===== src/rtl/conv1d_par_stream.sv =====
// Streaming 1-D convolution: filter and input vector arrive over ready/valid and are
// convolved on P parallel MAC lanes. Each output is rescaled, saturated and optionally ReLU-clamped.
module conv1d_par_stream #(
  parameter int WIDTH = 16,
  parameter int LENX  = 32,
  parameter int LENF  = 9,
  parameter int P     = 3,
  parameter int FRAC  = 0,
  parameter int RELU  = 0
) (
  input  logic             clk,
  input  logic             reset,
  input  logic [WIDTH-1:0] s_data_in_f,
  input  logic             s_valid_f,
  output logic             s_ready_f,
  input  logic [WIDTH-1:0] s_data_in_x,
  input  logic             s_valid_x,
  output logic             s_ready_x,
  output logic [WIDTH-1:0] m_data_out_y,
  output logic             m_valid_y,
  input  logic             m_ready_y
);

  // state   | meaning
  // S_LOADF | accepting LENF filter coefficients, f[0] first
  // S_LOADX | accepting LENX input samples, x[0] first
  // S_COMP  | j<LENF: one tap per cycle on every lane; j==LENF: latch lane results
  // S_OUT   | presenting the nv valid lane results of group g

  localparam int SIZE = LENX - LENF + 1;
  localparam int NG   = (SIZE + P - 1) / P;
  localparam int ACCW = 2*WIDTH + $clog2(LENF) + 1;
  localparam int PW   = 2*WIDTH;
  localparam int FCW  = $clog2(LENF + 1);
  localparam int XCW  = $clog2(LENX + 1);
  localparam int JW   = $clog2(LENF + 1);
  localparam int GW   = $clog2(NG + 1);
  localparam int BW   = $clog2(LENX + 1);
  localparam int OW   = (P > 1) ? $clog2(P) : 1;
  localparam int FAW  = (LENF > 1) ? $clog2(LENF) : 1;
  localparam int XAW  = (LENX > 1) ? $clog2(LENX) : 1;

  localparam logic signed [ACCW-1:0] Y_MAX = {{(ACCW-WIDTH+1){1'b0}}, {(WIDTH-1){1'b1}}};
  localparam logic signed [ACCW-1:0] Y_MIN = {{(ACCW-WIDTH+1){1'b1}}, {(WIDTH-1){1'b0}}};

  localparam logic [1:0] S_LOADF = 2'd0;
  localparam logic [1:0] S_LOADX = 2'd1;
  localparam logic [1:0] S_COMP  = 2'd2;
  localparam logic [1:0] S_OUT   = 2'd3;

  logic [1:0]     state, state_nxt;
  logic [FCW-1:0] cnt_f;
  logic [XCW-1:0] cnt_x;
  logic [JW-1:0]  j, j_tap;
  logic [GW-1:0]  g;
  logic [BW-1:0]  base;
  logic [OW-1:0]  o_idx;

  logic signed [WIDTH-1:0] f_mem [LENF];
  logic signed [WIDTH-1:0] x_mem [LENX];
  logic signed [ACCW-1:0]  acc   [P];
  logic [WIDTH-1:0]        obuf  [P];
  logic signed [PW-1:0]    lane_prod [P];
  logic signed [WIDTH-1:0] f_coef;

  logic fire_f, fire_x, fire_y;
  logic f_last, x_last, tap_done, last_lane, last_group;
  int   rem;

  assign fire_f     = s_valid_f & s_ready_f;
  assign fire_x     = s_valid_x & s_ready_x;
  assign fire_y     = m_valid_y & m_ready_y;
  assign f_last     = (cnt_f == FCW'(LENF-1));
  assign x_last     = (cnt_x == XCW'(LENX-1));
  assign tap_done   = (j == JW'(LENF));
  assign last_group = (g == GW'(NG-1));
  assign j_tap      = tap_done ? '0 : j;
  assign f_coef     = f_mem[FAW'(j_tap)];
  assign m_data_out_y = obuf[o_idx];

  // Lanes past the end of the output range stay idle so they never index beyond x.
  always_comb begin
    for (int k = 0; k < P; k++) begin
      lane_prod[k] = '0;
      if (int'(base) + k < SIZE)
        lane_prod[k] = PW'(x_mem[XAW'(int'(base) + k + int'(j_tap))]) * PW'(f_coef);
    end
  end

  always_comb begin
    rem       = SIZE - int'(base);
    last_lane = (int'(o_idx) == ((rem < P) ? rem : P) - 1);
  end

  always_comb begin
    state_nxt = state;
    case (state)
      S_LOADF: if (fire_f && f_last) state_nxt = S_LOADX;
      S_LOADX: if (fire_x && x_last) state_nxt = S_COMP;
      S_COMP:  if (tap_done) state_nxt = S_OUT;
      S_OUT: begin
        if (fire_y && last_lane) begin
          if (!last_group)    state_nxt = S_COMP;
          else if (s_valid_f) state_nxt = S_LOADF;
          else                state_nxt = S_LOADX;
        end
      end
      default: state_nxt = S_LOADF;
    endcase
  end

  function automatic logic [WIDTH-1:0] post_proc(input logic signed [ACCW-1:0] a);
    logic signed [ACCW-1:0] r;
    r = a >>> FRAC;
    if (r > Y_MAX)      r = Y_MAX;
    else if (r < Y_MIN) r = Y_MIN;
    if (RELU != 0 && r[ACCW-1]) r = '0;
    return r[WIDTH-1:0];
  endfunction

  always_ff @(posedge clk) begin
    if (fire_f) f_mem[FAW'(cnt_f)] <= s_data_in_f;
    if (fire_x) x_mem[XAW'(cnt_x)] <= s_data_in_x;
  end

  // j==0 loads the first product, which clears whatever the previous group left behind.
  always_ff @(posedge clk) begin
    if (state == S_COMP && !tap_done) begin
      for (int k = 0; k < P; k++)
        acc[k] <= (j == '0) ? ACCW'(lane_prod[k]) : acc[k] + ACCW'(lane_prod[k]);
    end
  end

  always_ff @(posedge clk or negedge reset) begin
    if (!reset) begin
      state     <= S_LOADF;
      cnt_f     <= '0;
      cnt_x     <= '0;
      j         <= '0;
      g         <= '0;
      base      <= '0;
      o_idx     <= '0;
      s_ready_f <= 1'b0;
      s_ready_x <= 1'b0;
      m_valid_y <= 1'b0;
      for (int k = 0; k < P; k++) obuf[k] <= '0;
    end else begin
      state     <= state_nxt;
      s_ready_f <= (state_nxt == S_LOADF);
      s_ready_x <= (state_nxt == S_LOADX);
      m_valid_y <= (state_nxt == S_OUT);
      case (state)
        S_LOADF: if (fire_f) cnt_f <= f_last ? '0 : cnt_f + FCW'(1);
        S_LOADX: if (fire_x) cnt_x <= x_last ? '0 : cnt_x + XCW'(1);
        S_COMP: begin
          if (tap_done) begin
            j <= '0;
            for (int k = 0; k < P; k++) obuf[k] <= post_proc(acc[k]);
          end else begin
            j <= j + JW'(1);
          end
        end
        S_OUT: begin
          if (fire_y) begin
            if (last_lane) begin
              o_idx <= '0;
              if (last_group) begin
                g    <= '0;
                base <= '0;
              end else begin
                g    <= g + GW'(1);
                base <= base + BW'(P);
              end
            end else begin
              o_idx <= o_idx + OW'(1);
            end
          end
        end
        default: ;
      endcase
    end
  end

endmodule

===== config.mk =====
export PLATFORM = sky130hd
export DESIGN_NAME = conv1d_par_stream
export DESIGN_NICKNAME = d
export VERILOG_FILES = /design/src/rtl/conv1d_par_stream.sv
export SDC_FILE = /design/constraint.sdc
export NUM_CORES = 2
export LEC_CHECK = 0
export CAP_MARGIN = 10
export CORE_ASPECT_RATIO = 1.75
export CORE_MARGIN = 3
export CORE_UTILIZATION = 35
export CTS_BUF_LIST = sky130_fd_sc_hd__clkbuf_4
export DETAILED_ROUTE_END_ITERATION = 10
export SLEW_MARGIN = 20
export SYNTH_ARGS = -nofsm -noshare
export SYNTH_HDL_FRONTEND = slang
export SYNTH_SLANG_ARGS = --single-unit

===== constraint.sdc =====
create_clock -name clk -period 34.1 [get_ports clk]
set_input_delay 5.115 -clock clk [delete_from_list [all_inputs] [get_ports clk]]
set_output_delay 5.115 -clock clk [all_outputs]
set_load 0.02 [all_outputs]

==> results.yml <==
layout:
  syn_to_final_growth_pct: 8.426
  post-route-util: 0.3825
  layout-drive-gt1-share: 0.1935
  fin_nets: 7871
setup_path:
  crit_family: "adder cells"
  worstPathMaxFanout: 156
  critical_path.slowest_cell: "buf_4"
  critical_path_class: "register to register"
  cp-start-kind: "register"
  path_buf_inv: 9
  slowest_delay_ns: 0.88
  cpMostUsedCell: "fa_1"
  arrival_ns: 16.35
  endpoint_kind: "register"
  required_ns: 34.95
yosys:
  synthFlopType: "edfxtp_1"
  yosysWarnings: 0
  synth_cell_type_count: 94
  synthArstFlopShare: 0.09338
  avgSynthCellArea_sq_um: 11.75
  ys_ff_latch: 846
  synthesis.area_sq_mm: 0.07799
  syn_nets: 7839
  syn_inst: 6637
  synth_edf_count: 767
  ys_seq_area_frac: 0.3207
clocking:
  hold_buffers: 0
  post-cts-setup-buffer-count: 0
  cts_tree: "yes"
  path_clk_slew_ns: 0.07
  cts_inserted_buffers: 201
  clockBufferDepth: 4
  cts_max_level: 4
  post_cts_resized: 0
  clk_latency_ns: 1.18
  cts_num_sinks: 846
  root_buffer: "clkbuf_4"
worst_hold_path:
  holdCritPathClass: "register to register"
global_route:
  grt_pass1_vias: 58293
  grt_max_degree: 157
  grt_pass1_wl_microns: 341700
  grt_antenna_before_repair: 16
  track_usage: 0.1950
  grt.overflow.total: 0
sta:
  setup_viol: 0
  slew_headroom: 0.2290
  final_max_slew_viol_count: 0
  rsz0062_at_grt: "false"
  fmaxAchievable_mhz: 64.51
  period_share: 0.4546
  fin_tns_setup_ns: 0
  finalCriticalPeriod_ns: 15.50
  final_hold_viol_count: 0
  tightest_slew_ns: 1.154
  fin_skew_ns: 0.1598
floorplanning:
  core_sq_mm: 0.2211
  num_io_pins: 56
  die_x_microns: 362.8
  dieArea_sq_mm: 0.2288
  start_util: 0.3528
  rows: 228
  fp.dieH_microns: 630.5
drt:
  drt_iter0_drc: 3881
  antenna_left: 0
  dr.pass1.iters: 5
  via_per_inst: 5.532
  routedWlPerCell_microns: 23.07
  drcViolationCount: 0
  wirelength_microns: 223800
  via_count: 53647
job:
  drv_cap: 0
status:
  status: "finished, final reports clean"
placed_design:
  hpwl_microns: 161200
  portBuffers: 55
  gp_congestion: 0.8757
-- area by class of cell --
cell class,count,area (sq um)
clock inverter,73,366.6
clock buffer,271,2034
antenna,13,32.53
fill,21017,136500
multi-input combinational,4501,48570
timing repair buffer,158,1344
sequential,846,25010
tap,2875,3597
inverter,961,3607
-- logic make-up (layout without fill, tap and decap cells) --
group | after synthesis | in the layout | share of synthesized area
simple gates | 1725 | 1725 | 0.1049
buf+inv | 1290 | 1463 | 0.06424
fa+ha+maj | 1169 | 1169 | 0.2637
flops | 846 | 846 | 0.3207
compound gates | 799 | 799 | 0.06591
mux | 613 | 613 | 0.1587
xor+xnor | 195 | 195 | 0.02200
other cells | 0 | 13 | 0
-- through the flow --
| step | worst slack (ns) | area [sq um] | std cells | hold slack [ns] |
|---|---|---|---|---|
| 5_1_grt | 17.61 | 84540 | 9689 | 0.5146 |
| 3_5_place_dp | 18.45 | 82140 | 9341 | 0.4730 |
| 4_1_cts | 18.52 | 84540 | 9685 | 0.4888 |
| 2_1_floorplan | 21.63 | 77990 | 6637 | 0.4452 |
| 6_report | 18.60 | 84560 | 9698 | 0.4830 |
| 3_3_place_gp | 18.51 | 82130 | 9341 | 0.4631 |
-- synth_stat cells, drive strengths merged, types with 6 or more instances --
library cell / instances / area, sq um
mux4: 490 / 11040
a31o: 12 / 105.1
a22oi: 15 / 112.6
nor3: 60 / 300.3
nand3b: 9 / 67.56
a21boi: 10 / 75.07
buf: 117 / 605.6
xnor2: 132 / 1156
and4: 7 / 61.31
or3: 24 / 150.1
inv: 961 / 3607
o31ai: 27 / 212.7
o211ai: 19 / 142.6
nand4b: 6 / 52.55
a21o: 79 / 593.1
dfrtp: 79 / 1977
o21ai: 220 / 1112
a31oi: 22 / 137.6
or2: 294 / 1839
mux2i: 107 / 1157
o21a: 48 / 360.4
xor2: 63 / 559.3
and3: 25 / 156.4
nand2: 353 / 1328
nor4: 22 / 137.6
nand2b: 57 / 356.6
edfxtp: 767 / 23030
fa: 792 / 15860
ha: 373 / 4667
nor2b: 23 / 143.9
a2111oi: 10 / 90.09
a41oi: 6 / 52.55
and2: 56 / 350.3
nor3b: 9 / 67.56
mux2: 16 / 180.2
nand4: 29 / 181.4
nand3: 73 / 365.4
o22ai: 11 / 68.82
nor2: 662 / 2485
clkbuf: 212 / 797.0
a211oi: 35 / 267.8
o31a: 10 / 87.58
o21bai: 7 / 52.55
a21oi: 196 / 980.9
a221oi: 11 / 96.34
-- tightest hold or removal path: stages (launching register included) --
cell and delay (ns):
dfrtp_1 0.35, nand2_1 0.05, nand2_1 0.05
-- layout by cell type, fill, tap and decap left out, types with 12 or more instances in the layout --
| master | instances |
|---|---|
| fa_1 | 790 |
| or2_2 | 290 |
| o211ai_1 | 19 |
| a211oi_1 | 34 |
| nand2b_1 | 57 |
| and3_1 | 25 |
| nand2_1 | 352 |
| mux2i_1 | 89 |
| mux4_2 | 490 |
| xnor2_1 | 126 |
| a21oi_1 | 188 |
| dfrtp_1 | 77 |
| a31oi_1 | 22 |
| clkbuf_4 | 271 |
| a31o_2 | 12 |
| ha_1 | 372 |
| clkinv_2 | 22 |
| mux2_2 | 16 |
| clkinv_1 | 45 |
| buf_4 | 101 |
| and2_1 | 56 |
| o31ai_1 | 25 |
| nor3_1 | 58 |
| nand4_1 | 29 |
| clkdlybuf4s50_1 | 51 |
| a22oi_1 | 15 |
| nor4_1 | 22 |
| xor2_1 | 58 |
| nor2b_1 | 23 |
| o21a_1 | 41 |
| nor2_4 | 33 |
| edfxtp_1 | 767 |
| a21o_1 | 79 |
| diode_2 | 13 |
| nand3_1 | 72 |
| o21ai_0 | 215 |
| inv_1 | 959 |
| or3_1 | 24 |
| nor2_1 | 628 |
-- path summary, 6_finish.rpt --
| check | startpoint | end | slack, ns | cells after the start |
|---|---|---|---|---|
| max in group asynchronous | reset | obuf[31] | 29.01 | 2 |
| worst min-delay path | obuf[47] | obuf[47] | 0.48 | 2 |
| worst min register to register | obuf[47] | obuf[47] | 0.48 | 2 |
| worst max-delay path | j[0] | acc[0][72] | 18.60 | 41 |
| min in group asynchronous | reset | cnt_f[0] | 3.88 | 1 |
| worst max register to register | j[0] | acc[0][72] | 18.60 | 41 |
-- registers in the layout, summed over array words and instances (netlist names), 2 cells and up --
signal,flops
acc,111
base,6
cnt_f,4
cnt_x,6
f_mem,144
g,4
j,4
o_idx,2
obuf,48
state,2
x_mem,512
-- metal layers --
metal / up-vias / routed length, microns / track usage
li1: 23208 / - / -
met5: - / 80 / 0
met3: 761 / 12900 / 0.02793
met2: 2167 / 118600 / 0.3594
met4: 12 / 16360 / 0.1293
met1: 27499 / 75880 / 0.2044
Power is not shown: default switching activity piles up to over one toggle a cycle in this logic, so the estimate is an artifact.
